[src/rtl/irq_loopback_ring.sv]
// rtl/irq_loopback_ring.sv - ring interconnect for per-CPU interrupt words with sticky all-finished detection
module irq_loopback_ring #(
    parameter int CPU_NB = 4
) (
    input  logic              clk,
    input  logic              rst_n,
    input  logic [31:0]       i_irq [CPU_NB],
    output logic [31:0]       o_irq [CPU_NB],
    input  logic [CPU_NB-1:0] i_finish,
    output logic [CPU_NB-1:0] o_irq_new,
    output logic              o_done,
    output logic [31:0]       o_done_cycles
);

    logic [31:0]       irq_nxt [CPU_NB];
    logic [CPU_NB-1:0] fin_sticky;
    logic [31:0]       cycles;

    // Destination d listens to its left neighbour; a finished source leaves the word frozen.
    for (genvar d = 0; d < CPU_NB; d++) begin : g_route
        localparam int SRC = (d + CPU_NB - 1) % CPU_NB;
        assign irq_nxt[d] = i_finish[SRC] ? o_irq[d] : i_irq[SRC];
    end

    always_ff @(posedge clk or negedge rst_n) begin
        if (!rst_n) begin
            for (int d = 0; d < CPU_NB; d++) begin
                o_irq[d] <= '0;
            end
            o_irq_new <= '0;
        end else begin
            for (int d = 0; d < CPU_NB; d++) begin
                o_irq[d]     <= irq_nxt[d];
                o_irq_new[d] <= (irq_nxt[d] != o_irq[d]);
            end
        end
    end

    // Done lags the last sticky bit by one edge; the counter stops on the edge done rises.
    always_ff @(posedge clk or negedge rst_n) begin
        if (!rst_n) begin
            fin_sticky <= '0;
            o_done     <= 1'b0;
            cycles     <= '0;
        end else begin
            fin_sticky <= fin_sticky | i_finish;
            if (&fin_sticky) begin
                o_done <= 1'b1;
            end
            if (!o_done && (cycles != 32'hFFFF_FFFF)) begin
                cycles <= cycles + 32'd1;
            end
        end
    end

    assign o_done_cycles = cycles;

endmodule

[config.mk]
export PLATFORM = sky130hd
export DESIGN_NAME = irq_loopback_ring
export DESIGN_NICKNAME = d
export VERILOG_FILES = /design/src/rtl/irq_loopback_ring.sv
export SDC_FILE = /design/constraint.sdc
export NUM_CORES = 1
export LEC_CHECK = 0
export CAP_MARGIN = 0
export CORE_UTILIZATION = 35
export DETAILED_ROUTE_END_ITERATION = 12
export PLACE_DENSITY = 0.66
export SLEW_MARGIN = 20
export SYNTH_ARGS = -nofsm -noshare
export SYNTH_HDL_FRONTEND = slang
export SYNTH_SLANG_ARGS = --single-unit
[constraint.sdc]
create_clock -name clk -period 2.4 [get_ports clk]
set_input_delay 0.48 -clock clk [delete_from_list [all_inputs] [get_ports clk]]
set_output_delay 0.48 -clock clk [all_outputs]
set_load 0.005 [all_outputs]
# Yosys cells after proc, flatten, opt, wreduce, memory -nomap -nowiden

Index checks and enable logic that the tools add are counted.
W data, S select, Z words.

Flip-flop bits (word level): 169
Bits in latches: 0
RAM bits: 0
Bits in read-only memories: 0
Bits of input ports: 134
Output and inout bits: 165
Memories kept: 0

$add $sub $neg: 1
Multiply operators: 0
Div/mod/pow operators: 0
Order comparisons: 0
Equality and inequality tests: 5
Shift operators: 0
Multiplexer cells: 4
Bitwise gates (word level): 1
Reductions and logical operators: 3

Operator list:

| cell                    | number |
|---|---|
| $mux W32                | 4 |
| $ne A32 B32 Y1          | 4 |
| $add A32 B1 Y32 const B | 1 |
| $ne A32 B32 Y1 const B  | 1 |
| $or A4 B4 Y4            | 1 |
| $reduce_and A4 Y1       | 1 |
| $logic_and A1 B1 Y1     | 1 |
| $logic_not A1 Y1        | 1 |

# Logic depth before layout (Yosys ltp)

Gate-level depths: netlist of run 1.

Depth in word-level cells: 2
Depth in mapped cells: 7
Mapped depth without buffers: 6

# Worst setup path after synthesis of run 1

Ideal clock, no wire load.

Kind: reg2reg
From: reg cycles[24] (netlist: o_done_cycles[24])
To: reg cycles[31] (netlist: o_done_cycles[31])
Library setup time: 0.132 ns
Arrival time: 1.638 ns
Slack: 0.630 ns
Cell stages (with the launch flop): 6
Buffers on the path: 0
Cells stage by stage: dfrtp_1 > nand4_2 > or4_4 > o211ai_4 > nor3_1 > xor2_1

Cells in the longest elaborated chain, start to end: 2
Elaborated cells between the ends (all ways): 3

Ends and longest elaborated chain:

| element                                                 | RTL line | text |
|---|---|---|
| start, declared                                         | 17       | `logic [31:0] cycles;` |
| start signal, assigned                                  | 51       | `cycles <= cycles + 32'd1;` |
| branches (longest 2 deep; another with $add A32 B1 Y32) | --       |  |

Several ways; the timed one is not identified.
A chain may end at the register's enable or synchronous reset.

# Worst setup path after layout of run 1

From: reg cycles[0] (netlist: o_done_cycles[0])
To: reg cycles[1] (netlist: o_done_cycles[1])

The elaborated chain is that of the path after synthesis.

==> flow_summary_export.csv, run 1 <==
group,metric,value,unit
synthesis,synth_cells,640,
timing,finalSetupTns,0,ns
pwr,p_sw,1.91,mW
setup_path,max_stage_delay,0.68,ns
synthesis,yosysTopAreaCellShare,0.530,
floorplanning,rows,54,
global_route,overflow,0,
hold_path,hold_class,"reg2reg",
setup_path,crit_path_start_kind,"register",
hold_path,hp-start,"fin_sticky[1]$_DFF_PN0_",
pwr,power_frac_seq,0.445,
synthesis,yosys_warnings,0,
global_route,grt_max_degree,70,
setup_path,reg2reg_depth,5,
drt,wirelength,21.1,mm
pwr,power_frac_clock,0.356,
setup_path,cp_cell_sequence,"ha_1 -> nand4_1 -> nor2_1 -> a31oi_1 -> mux2_2",
floorplanning,ios,299,
setup_path,cp.arrival,2.40,ns
placed_design,gp_congestion,0.817,
global_route,grt_pass1_wl,33.7,mm
clock_tree,clk_latency,0.42,ns
pwr,swShare,0.259,
hold_path,worst_hold_path.num_cells,1,
drt,drtIter0Drc,217,
drt,vias,6000,
floorplanning,dieHeight,153,um
synthesis,ys.flop_type,"dfrtp_1",
timing,hold_violations,0,
timing,final.min_clock_period,2.10,ns
setup_path,slowest_stage,"a31oi_1",
placed_design,dp_cells,1213,
floorplanning,initial_core_util,0.361,
timing,worstMarginPinSlew,0.936,ns
setup_path,crit_cells,5,
synthesis,synthesis.nets,775,
timing,finalCritPeriodShare,0.875,
clock_tree,ctsResizeCount,0,
synthesis,ys_seq_elements,169,
setup_path,reg2reg_slack,0.30,ns
clock_tree,cts_max_path_buffers,2,
setup_path,timing.rr.end,"o_done_cycles[1]$_DFFE_PN0P_",
run,cap_violations,0,
setup_path,crit_family,"compound AO/OA/AOI/OAI gates",
timing,setup_viol_count_final,0,
timing,slew_viol_final,0,
timing,fmax,476,MHz
placed_design,dp_hpwl,15.8,mm
floorplanning,dieArea,0.0234,mm^2
synthesis,synthArstFlopShare,1.00,
setup_path,crit_buf_inv,0,
layout,antenna_cells,0,
timing,slew_headroom,0.373,
floorplanning,die_w,153,um
global_route,track_usage,0.184,
synthesis,yosys.area.top_type,"dfrtp_1",
clock_tree,cts_sinks,169,
clock_tree,cts.hold.buffers_added,1,
clock_tree,cts_setup_buffers,0,
synthesis,syn_area,0.00799,mm^2
clock_tree,cts_htree_levels,4,
drt,ant_nets,0,
layout,area_growth,49.5,%
pwr,power,7.39,mW
clock_tree,cts.clk_slew.worst_paths,0.07,ns
drt,drc,0,
global_route,antenna_found_initial,1,
layout,instances_no_fill,1245,
synthesis,synth_seq_area_share,0.530,
setup_path,cp.required,2.70,ns
drt,viasPerCell,4.82,
global_route,grt_pass1_vias,6288,
setup_path,r2r_start,"o_done_cycles[0]$_DFFE_PN0P_",
timing,rsz0062_at_grt,"no",
layout,final_layout_size_suffix_gt1_frac,0.184,
synthesis,synth.area.top_cells,"dfrtp_1, mux2_2, xnor2_1, xor2_1, nand4_1",
placed_design,portBuffers,298,
clock_tree,cts_tree,"done",
status,status,"finished clean",
setup_path,critPathMaxFanout,11,
synthesis,synth-edff-count,0,
pwr,pwr-share-comb,0.199,
setup_path,cp-end-kind,"register",
pwr,cellLeakagePower,4.81,nW
synthesis,synth.avg_cell_area,12.5,um^2
hold_path,hold_end,"fin_sticky[1]$_DFF_PN0_",
timing,skew,0.0105,ns
pwr,p_int,5.47,mW
drt,wl_per_cell,16.9,um
synthesis,synth.distinct_cells,47,
clock_tree,cts-root-buf,"clkbuf_16",
layout,fin_nets,1088,
pwr,power-per-cell-area,619,mW/mm^2
drt,firstDrtPassIters,4,
clock_tree,cts_buffers,17,
floorplanning,coreArea,0.0221,mm^2
pwr,ir_worst_vdd,0.000429,V
setup_path,critPathKind,"reg2reg",
[worst max-delay path by stage]
stage | slack (ns) | to | from
after global placement | 0.24 | o_irq_new[2]$_DFF_PN0_ | i_irq[92]
final | 0.30 | o_done_cycles[1]$_DFFE_PN0P_ | o_done_cycles[0]$_DFFE_PN0P_
after CTS | 0.31 | o_done_cycles[1]$_DFFE_PN0P_ | o_done_cycles[0]$_DFFE_PN0P_
after floorplan | 0.63 | o_done_cycles[31]$_DFFE_PN0P_ | o_done_cycles[24]$_DFFE_PN0P_
after detailed placement | 0.10 | o_irq_new[2]$_DFF_PN0_ | i_irq[92]
after global routing | 0.21 | o_done_cycles[8]$_DFFE_PN0P_ | o_done_cycles[0]$_DFFE_PN0P_
[registers in the layout, summed over array words and instances (netlist names)]
register and count:
o_irq 128, o_irq_new 4, o_done_cycles 32, fin_sticky 4, o_done 1
[area by class of cell]
cell class              count  area (um^2)
flip-flops and latches    169         4230
multi-input cells         424         3580
repair buffers            311         3120
well taps                 280          350
inverters                  30          113
clock inverters            12          120
fillers                  1974        10200
clock buffers              19          433
[cells in the mapped netlist (2+ instances only)]
cell type	count
o21ai_0	9
xor2_1	57
buf_1	8
a222oi_1	3
or2_2	6
o2111ai_1	2
mux2_2	120
a2bb2oi_1	2
nor3_1	12
o22ai_1	5
inv_1	30
clkbuf_1	8
a21oi_1	4
dfrtp_1	169
nor4_1	15
a2111oi_0	3
xnor2_1	76
nor2_1	12
o221ai_1	3
a31oi_1	4
and4_2	2
and3_1	4
nand4_1	26
nand2_1	26
a22o_1	2
nand3_1	11
[layout by cell type (no fill, tap or decap), types with 11 or more instances in the layout]
cell	instances
clkdlybuf4s50_1	296
dfrtp_1	169
mux2_2	120
xnor2_1	76
xor2_1	57
inv_1	30
nand2_1	26
nand4_1	26
clkbuf_16	17
nor4_1	15
nor3_1	12
nor2_1	12
nand3_1	11
[metrics by stage]
stage	worst slack, ns	area [um^2]	utilization	hold WS [ns]
6_report	0.299	11900	0.540	0.469
5_1_grt	0.205	11900	0.540	0.491
4_1_cts	0.307	11900	0.540	0.467
3_5_place_dp	0.103	11400	0.515	0.384
3_3_place_gp	0.235	11400	0.515	0.390
2_1_floorplan	0.630	7990	-	0.184
[logic make-up after synthesis]
family / Yosys count / synth area share
DFF: 169 / 0.530
buffers and inverters: 47 / 0.0223
AOI/OAI and AO/OA: 44 / 0.0429
xor gates and xnor gates: 133 / 0.146
adders and majority gates: 1 / 0.00157
and+or+nand+nor: 126 / 0.0885
muxes: 120 / 0.169
[worst register-to-register path, delay by kind of cell (launching register included)]
family	cells	cell delay, ns
mux	1	0.41
simple gates	2	0.21
fa+ha+maj	1	0.25
compound gates	1	0.68
flops	1	0.42
[per-layer routing]
| metal | global-route usage | up-vias | wire length, um |
|---|---|---|---|
| met3 | 0.0519 | 37 | 1190 |
| met1 | 0.219 | 2909 | 8820 |
| met4 | 0.0813 | 0 | 609 |
| met5 | 0 | - | 0 |
| met2 | 0.311 | 163 | 10400 |
| li1 | - | 2891 | - |
[power groups by stage]
stage          registers, mW  logic [mW]  clock network, mW
6_report                3.29        1.47               2.63
5_1_grt                 3.33        1.59               2.86
4_1_cts                 3.29        1.50               2.73
3_5_place_dp            3.34        1.49                  0
3_3_place_gp            3.34        1.48                  0
2_1_floorplan           3.34       0.537                  0
Power figures use the tool's default switching activity.
==> run 2, diff against run 1 <==
--- a/config.mk
+++ b/config.mk
@@ -5,10 +5,11 @@
 export SDC_FILE = /design/constraint.sdc
 export NUM_CORES = 1
 export LEC_CHECK = 0
+export ABC_AREA = 1
+export ABC_CLOCK_PERIOD_IN_PS = 2400
 export CAP_MARGIN = 0
 export CORE_UTILIZATION = 35
 export DETAILED_ROUTE_END_ITERATION = 12
-export PLACE_DENSITY = 0.66
 export SLEW_MARGIN = 20
 export SYNTH_ARGS = -nofsm -noshare
 export SYNTH_HDL_FRONTEND = slang
==> run 2 against run 1 <==
Largest power group unchanged. Via count is 63% higher. Clock power is 15% higher. Critical path type is now reg2out. Hold slack worse by 0.47 ns. Maximum frequency is 3.5% higher.
==> flow_summary_export.csv, run 2 <==
group,metric,value,unit
setup_path,cp_cell_sequence,"clkdlybuf4s50_1",
synthesis,yosysMostFrequentCell,"nand2_1",
clock_tree,ctsResizeCount,0,
layout,fin_nets,1850,
timing,skew,0.0149,ns
clock_tree,cts_max_path_buffers,2,
drt,drtIter0Drc,532,
synthesis,syn_area,0.00998,mm^2
drt,viasPerCell,4.65,
clock_tree,cts_tree,"done",
drt,wirelength,29.7,mm
pwr,power-per-cell-area,567,mW/mm^2
drt,drc,0,
floorplanning,ios,299,
pwr,power_frac_seq,0.412,
clock_tree,cts-root-buf,"clkbuf_16",
setup_path,crit_buf_inv,1,
timing,rsz0062_at_grt,"no",
pwr,power_frac_clock,0.381,
synthesis,synth_top_family_by_area,"simple AND/OR/NAND/NOR gates",
synthesis,synth.avg_cell_area,6.96,um^2
layout,top_register,"o_irq",
clock_tree,cts.hold.buffers_added,0,
timing,fmax,493,MHz
synthesis,yosysTopAreaCellShare,0.424,
setup_path,max_stage_delay,0.58,ns
clock_tree,cts.clk_slew.worst_paths,0.07,ns
clock_tree,clk_latency,0.43,ns
clock_tree,cts_buffers,17,
timing,final.min_clock_period,2.03,ns
synthesis,yosys.area.top_type,"dfrtp_1",
floorplanning,coreArea,0.0279,mm^2
setup_path,cp.required,1.92,ns
global_route,grt_pass1_vias,8934,
pwr,pwr-share-comb,0.207,
setup_path,critPathMaxFanout,7,
placed_design,dp_hpwl,22.3,mm
pwr,ir_worst_vdd,0.000418,V
placed_design,gp_congestion,0.918,
synthesis,synthesis.nets,1569,
timing,slew_headroom,0.598,
synthesis,synth_cells,1434,
synthesis,synth_xor_area_frac,0.0157,
floorplanning,dieArea,0.0292,mm^2
synthesis,synthSimpleGateAreaFrac,0.329,
pwr,cellLeakagePower,6.57,nW
timing,setup_viol_count_final,0,
pwr,p_int,5.73,mW
clock_tree,cts_setup_buffers,0,
drt,ant_nets,0,
clock_tree,cts_htree_levels,4,
setup_path,slowest_stage,"clkdlybuf4s50_1",
synthesis,synth.distinct_cells,30,
global_route,grt_pass1_wl,46.8,mm
setup_path,reg2reg_depth,10,
setup_path,crit_family,"buffers and inverters",
timing,finalCritPeriodShare,0.846,
synthesis,ys_top_cells_by_count,"nand2_1, inv_1, o21ai_0",
synthesis,yosys_warnings,0,
synthesis,synthAdderAreaFrac,0.00125,
placed_design,dp_slack,0.438,ns
synthesis,synth.area.top_cells,"dfrtp_1, nand2_1, o21ai_0, inv_1, nand3b_1",
timing,worstMarginPinSlew,0.603,ns
drt,firstDrtPassIters,5,
floorplanning,rows,61,
layout,largest_reg_flops,128,
setup_path,critPathKind,"reg2out",
timing,hold_violations,0,
timing,fin_hold_ws,0.00379,ns
synthesis,synthArstFlopShare,1.00,
floorplanning,initial_core_util,0.357,
setup_path,crit_path_start_kind,"register",
setup_path,timing.rr.end,"o_done_cycles[22]$_DFFE_PN0P_",
drt,vias,9791,
timing,finalSetupTns,0,ns
timing,slew_viol_final,0,
run,cap_violations,0,
pwr,swShare,0.278,
synthesis,synth-edff-count,0,
clock_tree,cts_sinks,169,
drt,wl_per_cell,14.1,um
status,status,"finished clean",
layout,layout_common_cells,"nand2_1, clkdlybuf4s50_1, inv_1",
pwr,power,7.94,mW
floorplanning,die_w,171,um
layout,final_layout_size_suffix_gt1_frac,0.0429,
setup_path,reg2reg_slack,0.43,ns
setup_path,cp.arrival,1.55,ns
synthesis,ys_seq_elements,169,
setup_path,r2r_start,"o_done_cycles[0]$_DFFE_PN0P_",
layout,final_util,0.501,
setup_path,cp-end-kind,"primary output",
floorplanning,dieHeight,171,um
hold_path,hold_class,"in2async",
layout,area_growth,40.3,%
global_route,overflow,0,
synthesis,synth_compound_area_frac,0.127,
synthesis,ys.flop_type,"dfrtp_1",
placed_design,portBuffers,298,
global_route,track_usage,0.205,
pwr,p_sw,2.21,mW
global_route,antenna_found_initial,1,
global_route,grt_max_degree,86,
layout,final_common_cell,"nand2_1",
synthesis,synth.area.mux_share,0,
timing,timing.final.ws_setup,0.371,ns
synthesis,synth_seq_area_share,0.424,
==> run 2: metal layers <==
metal  vias up  global-route usage  routed length [um]
met3        38              0.0525                1740
li1       5052                   -                   -
met1      4471               0.259               13100
met5         -                   0                   0
met2       230               0.341               14300
met4         0              0.0664                 570
==> run 2: worst max path at each step <==
stage,start,to,slack [ns],cells after the start
4_1_cts,o_done$_DFFE_PN0P_,o_done,0.36,1
5_1_grt,o_done_cycles[0]$_DFFE_PN0P_,o_done_cycles[31]$_DFFE_PN0P_,0.25,10
6_report,o_done$_DFFE_PN0P_,o_done,0.37,1
3_3_place_gp,o_done_cycles[0]$_DFFE_PN0P_,o_done_cycles[22]$_DFFE_PN0P_,0.48,10
2_1_floorplan,o_done_cycles[0]$_DFFE_PN0P_,o_done_cycles[15]$_DFFE_PN0P_,0.80,11
3_5_place_dp,o_done_cycles[0]$_DFFE_PN0P_,o_done_cycles[22]$_DFFE_PN0P_,0.44,10
==> run 2: final cells by class <==
| cell class | instances | area (um^2) |
|---|---|---|
| Antenna cell | 1 | 2.50 |
| Clock buffer | 18 | 439 |
| Clock inverter | 12 | 190 |
| Fill cell | 2811 | 13900 |
| Inverter | 210 | 788 |
| Multi-Input combinational cell | 1003 | 4720 |
| Sequential cell | 169 | 4230 |
| Tap cell | 378 | 473 |
| Timing Repair Buffer | 314 | 3160 |
==> run 2: cells by family (layout without fill, tap and decap cells) <==
group                      Yosys count  after routing
and+or+nand+nor                    753            753
buffers and inverters              262            554
AOI/OAI and AO/OA                  232            232
DFF                                169            169
xor gates and xnor gates            17             17
adders and majority gates            1              1
other                                0              1
==> run 2: power by group through the flow <==
stage	Combinational, mW	Sequential (mW)	Clock [mW]
floorplan	0.700	3.30	0
global placement	1.65	3.31	0
detailed placement	1.66	3.31	0
CTS	1.67	3.27	3.12
global route	1.85	3.31	3.20
finish	1.64	3.27	3.03
==> run 2: through the flow <==
stage          area [um^2]  cells
2_1_floorplan         9980   1434
3_3_place_gp         13400   2074
3_5_place_dp         13400   2074
4_1_cts              14000   2104
5_1_grt              14000   2104
6_report             14000   2105
==> edit (flow settings as in run 2) <==
Register the input `i_finish` before use, cleared by the reset. The logic sees it one clock later. The other inputs are not delayed to match.
--- a/src/rtl/irq_loopback_ring.sv
+++ b/src/rtl/irq_loopback_ring.sv
@@ -12,6 +12,16 @@
     output logic [31:0]       o_done_cycles
 );
 
+    logic [CPU_NB-1:0] i_finish_q;
+
+    always_ff @(posedge clk or negedge rst_n) begin
+        if (!rst_n) begin
+            i_finish_q <= '0;
+        end else begin
+            i_finish_q <= i_finish;
+        end
+    end
+
     logic [31:0]       irq_nxt [CPU_NB];
     logic [CPU_NB-1:0] fin_sticky;
     logic [31:0]       cycles;
@@ -19,7 +29,7 @@
     // Destination d listens to its left neighbour; a finished source leaves the word frozen.
     for (genvar d = 0; d < CPU_NB; d++) begin : g_route
         localparam int SRC = (d + CPU_NB - 1) % CPU_NB;
-        assign irq_nxt[d] = i_finish[SRC] ? o_irq[d] : i_irq[SRC];
+        assign irq_nxt[d] = i_finish_q[SRC] ? o_irq[d] : i_irq[SRC];
     end
 
     always_ff @(posedge clk or negedge rst_n) begin
@@ -43,7 +53,7 @@
             o_done     <= 1'b0;
             cycles     <= '0;
         end else begin
-            fin_sticky <= fin_sticky | i_finish;
+            fin_sticky <= fin_sticky | i_finish_q;
             if (&fin_sticky) begin
                 o_done <= 1'b1;
             end
Behaviour: not the same (Yosys sat finds a counterexample within 4 cycles, from zero or initial values and one cycle with rst_n low).
==> edit against run 2 <==
Fmax decreased by 4.4%. Clock power decreased by 6%. Sequential cell count increased by 4. Worst setup slack got worse by 0.093 ns. Wire length decreased by 4.4%. Area after synthesis increased by 0.38%. Power decreased by 1.4%. Design area decreased by 0.37%. Critical path type unchanged. Critical endpoint unchanged.
==> edit: results (changes against run 2) <==
Leak pwr - 6.53 nW (-0.66%)
Status - finished, final reports clean
Critical Path Max Stage Delay - 0.64 ns (+0.06 ns)
Worst R2R End - o_done_cycles[16]$_DFFE_PN0P_
Placer congestion estimate - 0.879 (-4.2%)
Synth cell types - 26 (-13%)
VDD IR max - 0.414 mV (-1.1%)
Vias per Instance - 4.62 (-0.76%)
Adder-cell share of the synthesized area - 0.125% (-0.00047 points)
M2 GR Usage - 32.0% (-2.0 points)
Worst path arrival time - 1.64 ns (+0.09 ns)
Nets - 1837 (-0.70%)
Vias - 9661 (-1.3%)
Post-Syn Nets - 1562 (-0.45%)
Cell count after synthesis - 1427 (-0.49%)
Slew margin rel. - 53.8% (-6.0 points)
Initial antenna violation count - 0 (-1)
Global-route wire length before repair - 45200 um (-3.4%)
Initial DRC Count - 556 (+4.5%)
Via count of the first global-routing pass - 8827 (-1.2%)
Synth area leaders - dfrtp_1, nand2_1, o21ai_0, inv_1, nand3b_1
Synth Area in Compound Gates - 12.6% (-0.073 points)
Ant. Diodes - 0 (-1)
Layout Skew - 0.0134 ns (-0.00152 ns)
Sequential element share of the synthesized area - 43.2% (+0.84 points)
edit: through the flow:
| stage | cell area, um2 | setup slack, ns |
|---|---|---|
| floorplan | 10000 | 0.765 |
| global placement | 13400 | 0.496 |
| CTS | 14000 | 0.247 |
| detailed placement | 13400 | 0.430 |
| finish | 14000 | 0.277 |
| global route | 14000 | 0.182 |
edit: routing by layer:
metal  up-vias  part of all wire, %
met3        26                  5.9
met5         -                    0
met2       201                   48
li1       5029                    -
met4         0                  2.0
met1      4405                   45
edit: power breakdown:
group | leakage [nW] | switching (mW) | internal, mW
registers | 2.09 | 0.216 | 3.14
logic | 4.15 | 0.741 | 0.886
clock network | 0.293 | 1.24 | 1.60
total | 6.53 | 2.20 | 5.62
edit: cell type report:
cell class	instances	area, um2
fillers	2768	14000
multi-input cells	985	4640
flip-flops and latches	173	4330
repair buffers	309	3100
inverters	216	811
well taps	378	473
clock buffers	19	453
clock inverters	13	140
